$ cat src/rtl/lcd_pkg.sv
// Shared LCD controller package: read-FSM state encoding, 50 MHz timing constants
// shared with the write-side FSMs, and RS select values.
package lcd_pkg;

   typedef enum logic [2:0] {
      RD_IDLE,
      RD_SETUP,
      RD_E_HI1,
      RD_GAP,
      RD_E_HI2,
      RD_HOLD,
      RD_POLL_WAIT,
      RD_DONE
   } lcd_rd_state_e;

   localparam int unsigned LCD_SETUP_CYC      = 2;
   localparam int unsigned LCD_E_HIGH_CYC     = 12;
   localparam int unsigned LCD_NIBBLE_GAP_CYC = 50;
   localparam int unsigned LCD_HOLD_CYC       = 2;
   localparam int unsigned LCD_POLL_GAP_CYC   = 50;

   localparam logic LCD_RS_CMD  = 1'b0;
   localparam logic LCD_RS_DATA = 1'b1;

   function automatic logic lcd_cnt_last(input logic [5:0] cnt, input int unsigned len);
      return cnt == 6'(len - 1);
   endfunction

endpackage

$ cat src/rtl/lcd_read_fsm_if.sv
// Request/response and LCD pin bundle for the read-side controller.
interface lcd_read_fsm_if;
   logic       read_enable;
   logic       read_rs;
   logic       read_poll;
   logic [3:0] lcd_db_in;
   logic       lcd_e;
   logic       lcd_rs;
   logic       lcd_rw;
   logic       bus_req;
   logic [7:0] read_data;
   logic       read_done;

   modport master (
      output read_enable, read_rs, read_poll, lcd_db_in,
      input  lcd_e, lcd_rs, lcd_rw, bus_req, read_data, read_done
   );

   modport slave (
      input  read_enable, read_rs, read_poll, lcd_db_in,
      output lcd_e, lcd_rs, lcd_rw, bus_req, read_data, read_done
   );
endinterface

$ cat src/rtl/lcd_read_fsm.sv
// HD44780 4-bit read cycle controller: two E-strobed nibble reads assembled into a byte.
// Optional busy-flag polling is compiled in with `define LCD_BUSY_POLL_EN.
module lcd_read_fsm
   import lcd_pkg::*;
#(
   parameter int unsigned SETUP_CYC      = LCD_SETUP_CYC,
   parameter int unsigned E_HIGH_CYC     = LCD_E_HIGH_CYC,
   parameter int unsigned NIBBLE_GAP_CYC = LCD_NIBBLE_GAP_CYC,
   parameter int unsigned HOLD_CYC       = LCD_HOLD_CYC,
   parameter int unsigned POLL_GAP_CYC   = LCD_POLL_GAP_CYC
) (
   input  logic           clk,
   input  logic           reset,
   lcd_read_fsm_if.slave  bus
);

   lcd_rd_state_e state_q, state_d;
   logic [5:0]    cnt_q, cnt_d;
   logic          rs_q, rs_d;
   logic [7:0]    data_q, data_d;
   logic          lcd_e_q, lcd_e_d;
   logic          lcd_rs_q, lcd_rs_d;
   logic          lcd_rw_q, lcd_rw_d;
   logic          bus_req_q, bus_req_d;
   logic          done_q, done_d;

`ifdef LCD_BUSY_POLL_EN
   logic          poll_q, poll_d;
`else
   logic          unused_poll;
   assign unused_poll = bus.read_poll;
`endif

   always_comb begin
      state_d = state_q;
      cnt_d   = cnt_q + 6'd1;
      rs_d    = rs_q;
      data_d  = data_q;
`ifdef LCD_BUSY_POLL_EN
      poll_d  = poll_q;
`endif

      unique case (state_q)
         RD_IDLE: begin
            cnt_d = '0;
            if (bus.read_enable) begin
               rs_d    = bus.read_rs;
`ifdef LCD_BUSY_POLL_EN
               poll_d  = bus.read_poll;
`endif
               state_d = RD_SETUP;
            end
         end
         RD_SETUP: if (lcd_cnt_last(cnt_q, SETUP_CYC)) state_d = RD_E_HI1;
         RD_E_HI1: if (lcd_cnt_last(cnt_q, E_HIGH_CYC)) begin
            data_d[7:4] = bus.lcd_db_in;
            state_d     = RD_GAP;
         end
         RD_GAP:   if (lcd_cnt_last(cnt_q, NIBBLE_GAP_CYC)) state_d = RD_E_HI2;
         RD_E_HI2: if (lcd_cnt_last(cnt_q, E_HIGH_CYC)) begin
            data_d[3:0] = bus.lcd_db_in;
            state_d     = RD_HOLD;
         end
         RD_HOLD: if (lcd_cnt_last(cnt_q, HOLD_CYC)) begin
            state_d = RD_DONE;
`ifdef LCD_BUSY_POLL_EN
            // data_q[7] already holds this read's busy flag from the first nibble
            if (poll_q && rs_q == LCD_RS_CMD && data_q[7]) state_d = RD_POLL_WAIT;
`endif
         end
         RD_POLL_WAIT: if (lcd_cnt_last(cnt_q, POLL_GAP_CYC)) state_d = RD_SETUP;
         RD_DONE:  state_d = RD_IDLE;
         default:  state_d = RD_IDLE;
      endcase

      if (state_d != state_q) cnt_d = '0;

      // Outputs are registered from the next state so pins line up with the state cycle
      lcd_e_d   = (state_d == RD_E_HI1) || (state_d == RD_E_HI2);
      lcd_rw_d  = (state_d != RD_IDLE) && (state_d != RD_DONE);
      lcd_rs_d  = lcd_rw_d & rs_d;
      bus_req_d = (state_d != RD_IDLE);
      done_d    = (state_d == RD_DONE);
   end

   always_ff @(posedge clk) begin
      if (!reset) begin
         state_q   <= RD_IDLE;
         cnt_q     <= '0;
         rs_q      <= 1'b0;
         data_q    <= '0;
         lcd_e_q   <= 1'b0;
         lcd_rs_q  <= 1'b0;
         lcd_rw_q  <= 1'b0;
         bus_req_q <= 1'b0;
         done_q    <= 1'b0;
`ifdef LCD_BUSY_POLL_EN
         poll_q    <= 1'b0;
`endif
      end else begin
         state_q   <= state_d;
         cnt_q     <= cnt_d;
         rs_q      <= rs_d;
         data_q    <= data_d;
         lcd_e_q   <= lcd_e_d;
         lcd_rs_q  <= lcd_rs_d;
         lcd_rw_q  <= lcd_rw_d;
         bus_req_q <= bus_req_d;
         done_q    <= done_d;
`ifdef LCD_BUSY_POLL_EN
         poll_q    <= poll_d;
`endif
      end
   end

   assign bus.lcd_e     = lcd_e_q;
   assign bus.lcd_rs    = lcd_rs_q;
   assign bus.lcd_rw    = lcd_rw_q;
   assign bus.bus_req   = bus_req_q;
   assign bus.read_data = data_q;
   assign bus.read_done = done_q;

endmodule

$ cat src/flat_wrapper.sv
// flat-port wrapper written by rule: the top's interface ports become plain ports
module lcd_read_fsm_flat import lcd_pkg::*;
#(
   parameter int unsigned SETUP_CYC      = LCD_SETUP_CYC,
   parameter int unsigned E_HIGH_CYC     = LCD_E_HIGH_CYC,
   parameter int unsigned NIBBLE_GAP_CYC = LCD_NIBBLE_GAP_CYC,
   parameter int unsigned HOLD_CYC       = LCD_HOLD_CYC,
   parameter int unsigned POLL_GAP_CYC   = LCD_POLL_GAP_CYC
)
  (clk, reset, bus_read_enable, bus_read_rs, bus_read_poll, bus_lcd_db_in, bus_lcd_e, bus_lcd_rs, bus_lcd_rw, bus_bus_req, bus_read_data, bus_read_done);
  lcd_read_fsm_if bus_i ();
  input  logic clk;
  input  logic reset;
  input wire logic [$bits(bus_i.read_enable)-1:0] bus_read_enable;
  input wire logic [$bits(bus_i.read_rs)-1:0] bus_read_rs;
  input wire logic [$bits(bus_i.read_poll)-1:0] bus_read_poll;
  input wire logic [$bits(bus_i.lcd_db_in)-1:0] bus_lcd_db_in;
  output wire logic [$bits(bus_i.lcd_e)-1:0] bus_lcd_e;
  output wire logic [$bits(bus_i.lcd_rs)-1:0] bus_lcd_rs;
  output wire logic [$bits(bus_i.lcd_rw)-1:0] bus_lcd_rw;
  output wire logic [$bits(bus_i.bus_req)-1:0] bus_bus_req;
  output wire logic [$bits(bus_i.read_data)-1:0] bus_read_data;
  output wire logic [$bits(bus_i.read_done)-1:0] bus_read_done;
  assign bus_i.read_enable = bus_read_enable;
  assign bus_i.read_rs = bus_read_rs;
  assign bus_i.read_poll = bus_read_poll;
  assign bus_i.lcd_db_in = bus_lcd_db_in;
  assign bus_lcd_e = bus_i.lcd_e;
  assign bus_lcd_rs = bus_i.lcd_rs;
  assign bus_lcd_rw = bus_i.lcd_rw;
  assign bus_bus_req = bus_i.bus_req;
  assign bus_read_data = bus_i.read_data;
  assign bus_read_done = bus_i.read_done;
  lcd_read_fsm #(.SETUP_CYC(SETUP_CYC), .E_HIGH_CYC(E_HIGH_CYC), .NIBBLE_GAP_CYC(NIBBLE_GAP_CYC), .HOLD_CYC(HOLD_CYC), .POLL_GAP_CYC(POLL_GAP_CYC)) u_core (.clk(clk), .reset(reset), .bus(bus_i));
endmodule
$ cat config.mk
export PLATFORM = sky130hd
export DESIGN_NAME = lcd_read_fsm_flat
export DESIGN_NICKNAME = d
export VERILOG_FILES = /design/src/rtl/lcd_pkg.sv /design/src/rtl/lcd_read_fsm_if.sv /design/src/rtl/lcd_read_fsm.sv /design/src/flat_wrapper.sv
export SDC_FILE = /design/constraint.sdc
export NUM_CORES = 1
export LEC_CHECK = 0
export ABC_AREA = 1
export BUFFER_PORTS_ARGS = -buffer_cell sky130_fd_sc_hd__clkbuf_2
export CORE_MARGIN = 5
export CORE_UTILIZATION = 52
export CTS_CLUSTER_SIZE = 16
export DETAILED_ROUTE_END_ITERATION = 7
export PLACE_DENSITY = 0.81
export SLEW_MARGIN = 25
export SYNTH_ARGS = -nofsm -noshare
export SYNTH_HDL_FRONTEND = slang
export SYNTH_SLANG_ARGS = --single-unit
$ cat constraint.sdc
create_clock -name clk -period 1.9 [get_ports clk]
set_input_delay 0.285 -clock clk [delete_from_list [all_inputs] [get_ports clk]]
set_output_delay 0.285 -clock clk [all_outputs]
set_load 0.1 [all_outputs]
==> results.toml <==
[outcome]
status = "completed"

[worst_setup_path]
cp_max_fo = 4
crit_required_ps = 2130
r2r_slack_ps = 380
arrival_ps = 1760
start_kind = "flip-flop"
worst_setup_path_end_kind = "flip-flop"
crit_type = "reg2reg"

[floorplan]
fp.dieW_microns = 54.6
start_util = 0.539
rows = 16
io_pins = 22
die_area_sq_um = 2980
core_area_sq_um = 1920
die_h_microns = 54.6

[clock_network]
cts_setup_buffers = 0
clock_latency_ps = 330
clock_path_buffers = 2
cts_tree = "done"
cts-root-buf = "clkbuf_4"
htreeDepth = 1
postCtsHoldBufs = 0
cts-buffers-inserted = 3
cts.sinks = 23
clk_pin_slew_worst_paths_ps = 130
post_cts_resized = 0

[timing]
max_freq_ghz = 0.657
setup_viol = 0
period_minus_slack_ps = 1520
fin_setup_tns_ps = 0
finalCritPeriodShare = 0.802
drv_slew = 0
hold_viol = 0
relSlewSlack = 0.638
rsz0062_at_grt = "no"
whs_ps = 190
tightest_slew_ps = 545
fin_worst_skew_ps = 11.4

[power_and_ir_drop]
combPwrFrac = 0.414
p_sw_frac = 0.460
p_seq_frac = 0.417
power_density_nw_per_um2 = 1160
switchingPower_mw = 0.635
irDropWorstVdd_mv = 0.855
clkPwrFrac = 0.169
p_int_mw = 0.745
leakage_nw = 0.574

[synth]
ys_seq_elements = 23
netlist_instances = 137
synthesis.nets = 148
yosysWarnings = 0
synth_cell_type_count = 24
synth_area_sq_um = 1040
syn_area_per_cell_sq_um = 7.56
synth-seq-area-share = 0.444

[place]
place_congestion = 0.912
place_area_sq_um = 1160
dp_hpwl_microns = 1700
placed_cells = 183
io_buffer_count = 20

[detailed_routing]
drt_first_pass_iters = 4
drc_errors = 0
wl_microns = 2130
via_per_inst = 5.03
drt_iter0_markers = 18
detail-route-antenna-nets = 0
num_vias = 941
routedWlPerCell_microns = 11.4

[min_path]
hold_class = "in2reg"

[final_layout]
diodes = 0
fin_nets = 172
layoutNonFillerInstCount = 187
layout_commonest_cell = "dfxtp_1"
layout_common_cells = "dfxtp_1 (23), nand2_1 (21), clkbuf_2 (20), nor2_1 (17), inv_1 (14)"
design_area_sq_um = 1190
drive_gt1_frac = 0.244
area_growth_pct = 15.1
fillers = 194

[grt]
grt_pass1_wl_microns = 3620
antenna_found_initial = 0
grt-ovfl-total = 0
grt_pass1_vias = 915
grt_usage = 0.169
grt_start_max_net_pins = 14

[job]
drv_cap = 0
-- state kept, by name (all words and copies together) (netlist names) --
name	flops
u_core.bus.read_done	1
u_core.bus.lcd_rw	1
u_core.bus.lcd_rs	1
u_core.bus.bus_req	1
u_core.rs_q	1
u_core.cnt_q	6
u_core.bus.lcd_e	1
u_core.bus.read_data	8
u_core.state_q	3
-- power groups by stage --
stage / combinational, mW / clock (mW) / sequential, mW
global placement: 0.566 / 0 / 0.582
CTS: 0.577 / 0.238 / 0.576
global route: 0.621 / 0.258 / 0.581
detailed placement: 0.576 / 0 / 0.587
finish: 0.572 / 0.233 / 0.575
floorplan: 0.260 / 0 / 0.799
-- through the flow --
stage	setup WS, ps	total power, mW	util
after floorplan	549	1.06	-
after global placement	431	1.15	0.606
after detailed placement	363	1.16	0.606
after CTS	344	1.39	0.620
after global routing	112	1.46	0.620
final	377	1.38	0.620
-- cells in the mapped netlist --
library cell / n / share of area
dfxtp_1: 23 / 0.44
nand2_1: 21 / 0.076
nor2_1: 17 / 0.062
inv_1: 14 / 0.051
nand3_1: 13 / 0.063
o21ai_0: 9 / 0.043
a21oi_1: 8 / 0.039
inv_2: 6 / 0.022
nand4_1: 3 / 0.018
nor2_2: 3 / 0.018
ha_1: 2 / 0.024
nand2_2: 2 / 0.012
nand3b_1: 2 / 0.014
nor2_4: 2 / 0.022
xnor2_1: 2 / 0.017
xor2_1: 2 / 0.017
a31oi_1: 1 / 0.0060
buf_2: 1 / 0.0048
nor3_1: 1 / 0.0048
nor3_4: 1 / 0.016
o211ai_1: 1 / 0.0072
o21ai_1: 1 / 0.0048
o21ai_2: 1 / 0.0085
or2_1: 1 / 0.0060
-- per-layer routing --
| metal | share of wire | up-vias | track usage |
|---|---|---|---|
| met3 | 0.058 | 4 | 0.0300 |
| met4 | 0.024 | 0 | 0.112 |
| li1 | - | 488 | - |
| met5 | 0 | - | 0 |
| met1 | 0.43 | 422 | 0.187 |
| met2 | 0.49 | 27 | 0.291 |
-- layout make-up --
class | count | area [sq um] | share of cell area
multi-input combinational | 93 | 495 | 0.416
timing repair buffer | 20 | 100 | 0.0839
sequential | 23 | 460 | 0.386
tap | 27 | 33.8 | 0.0283
clock inverter | 1 | 5.00 | 0.00420
clock buffer | 3 | 22.5 | 0.0189
inverter | 20 | 75.1 | 0.0630
-- worst max-delay path, stage by stage, from the launching register on --
cell     delay [ps]
dfxtp_1         400
ha_1            210
nand2_1          70
nor2_2          150
nand3_1          90
nand2_1          80
nand3_1          80
nor2_1          170
nand2_1          70
nand2_1          80
nor2_1           40
-- path summary, 6_finish.rpt --
path	cells past startpoint	from	to
setup / recovery	10	u_core.cnt_q[0]	u_core.bus.lcd_rs
hold / removal	3	bus_lcd_db_in[1]	u_core.bus.read_data[1]
setup reg to reg	10	u_core.cnt_q[0]	u_core.bus.lcd_rs
hold reg to reg	1	u_core.cnt_q[0]	u_core.cnt_q[0]
-- cells by family after synthesis --
kind of cell,share of synthesized area
flops,0.444
compound gates,0.109
fa+ha+maj,0.0242
simple gates,0.312
buf+inv,0.0773
xor+xnor,0.0338
No activity file was read; power rests on OpenSTA's default activity.
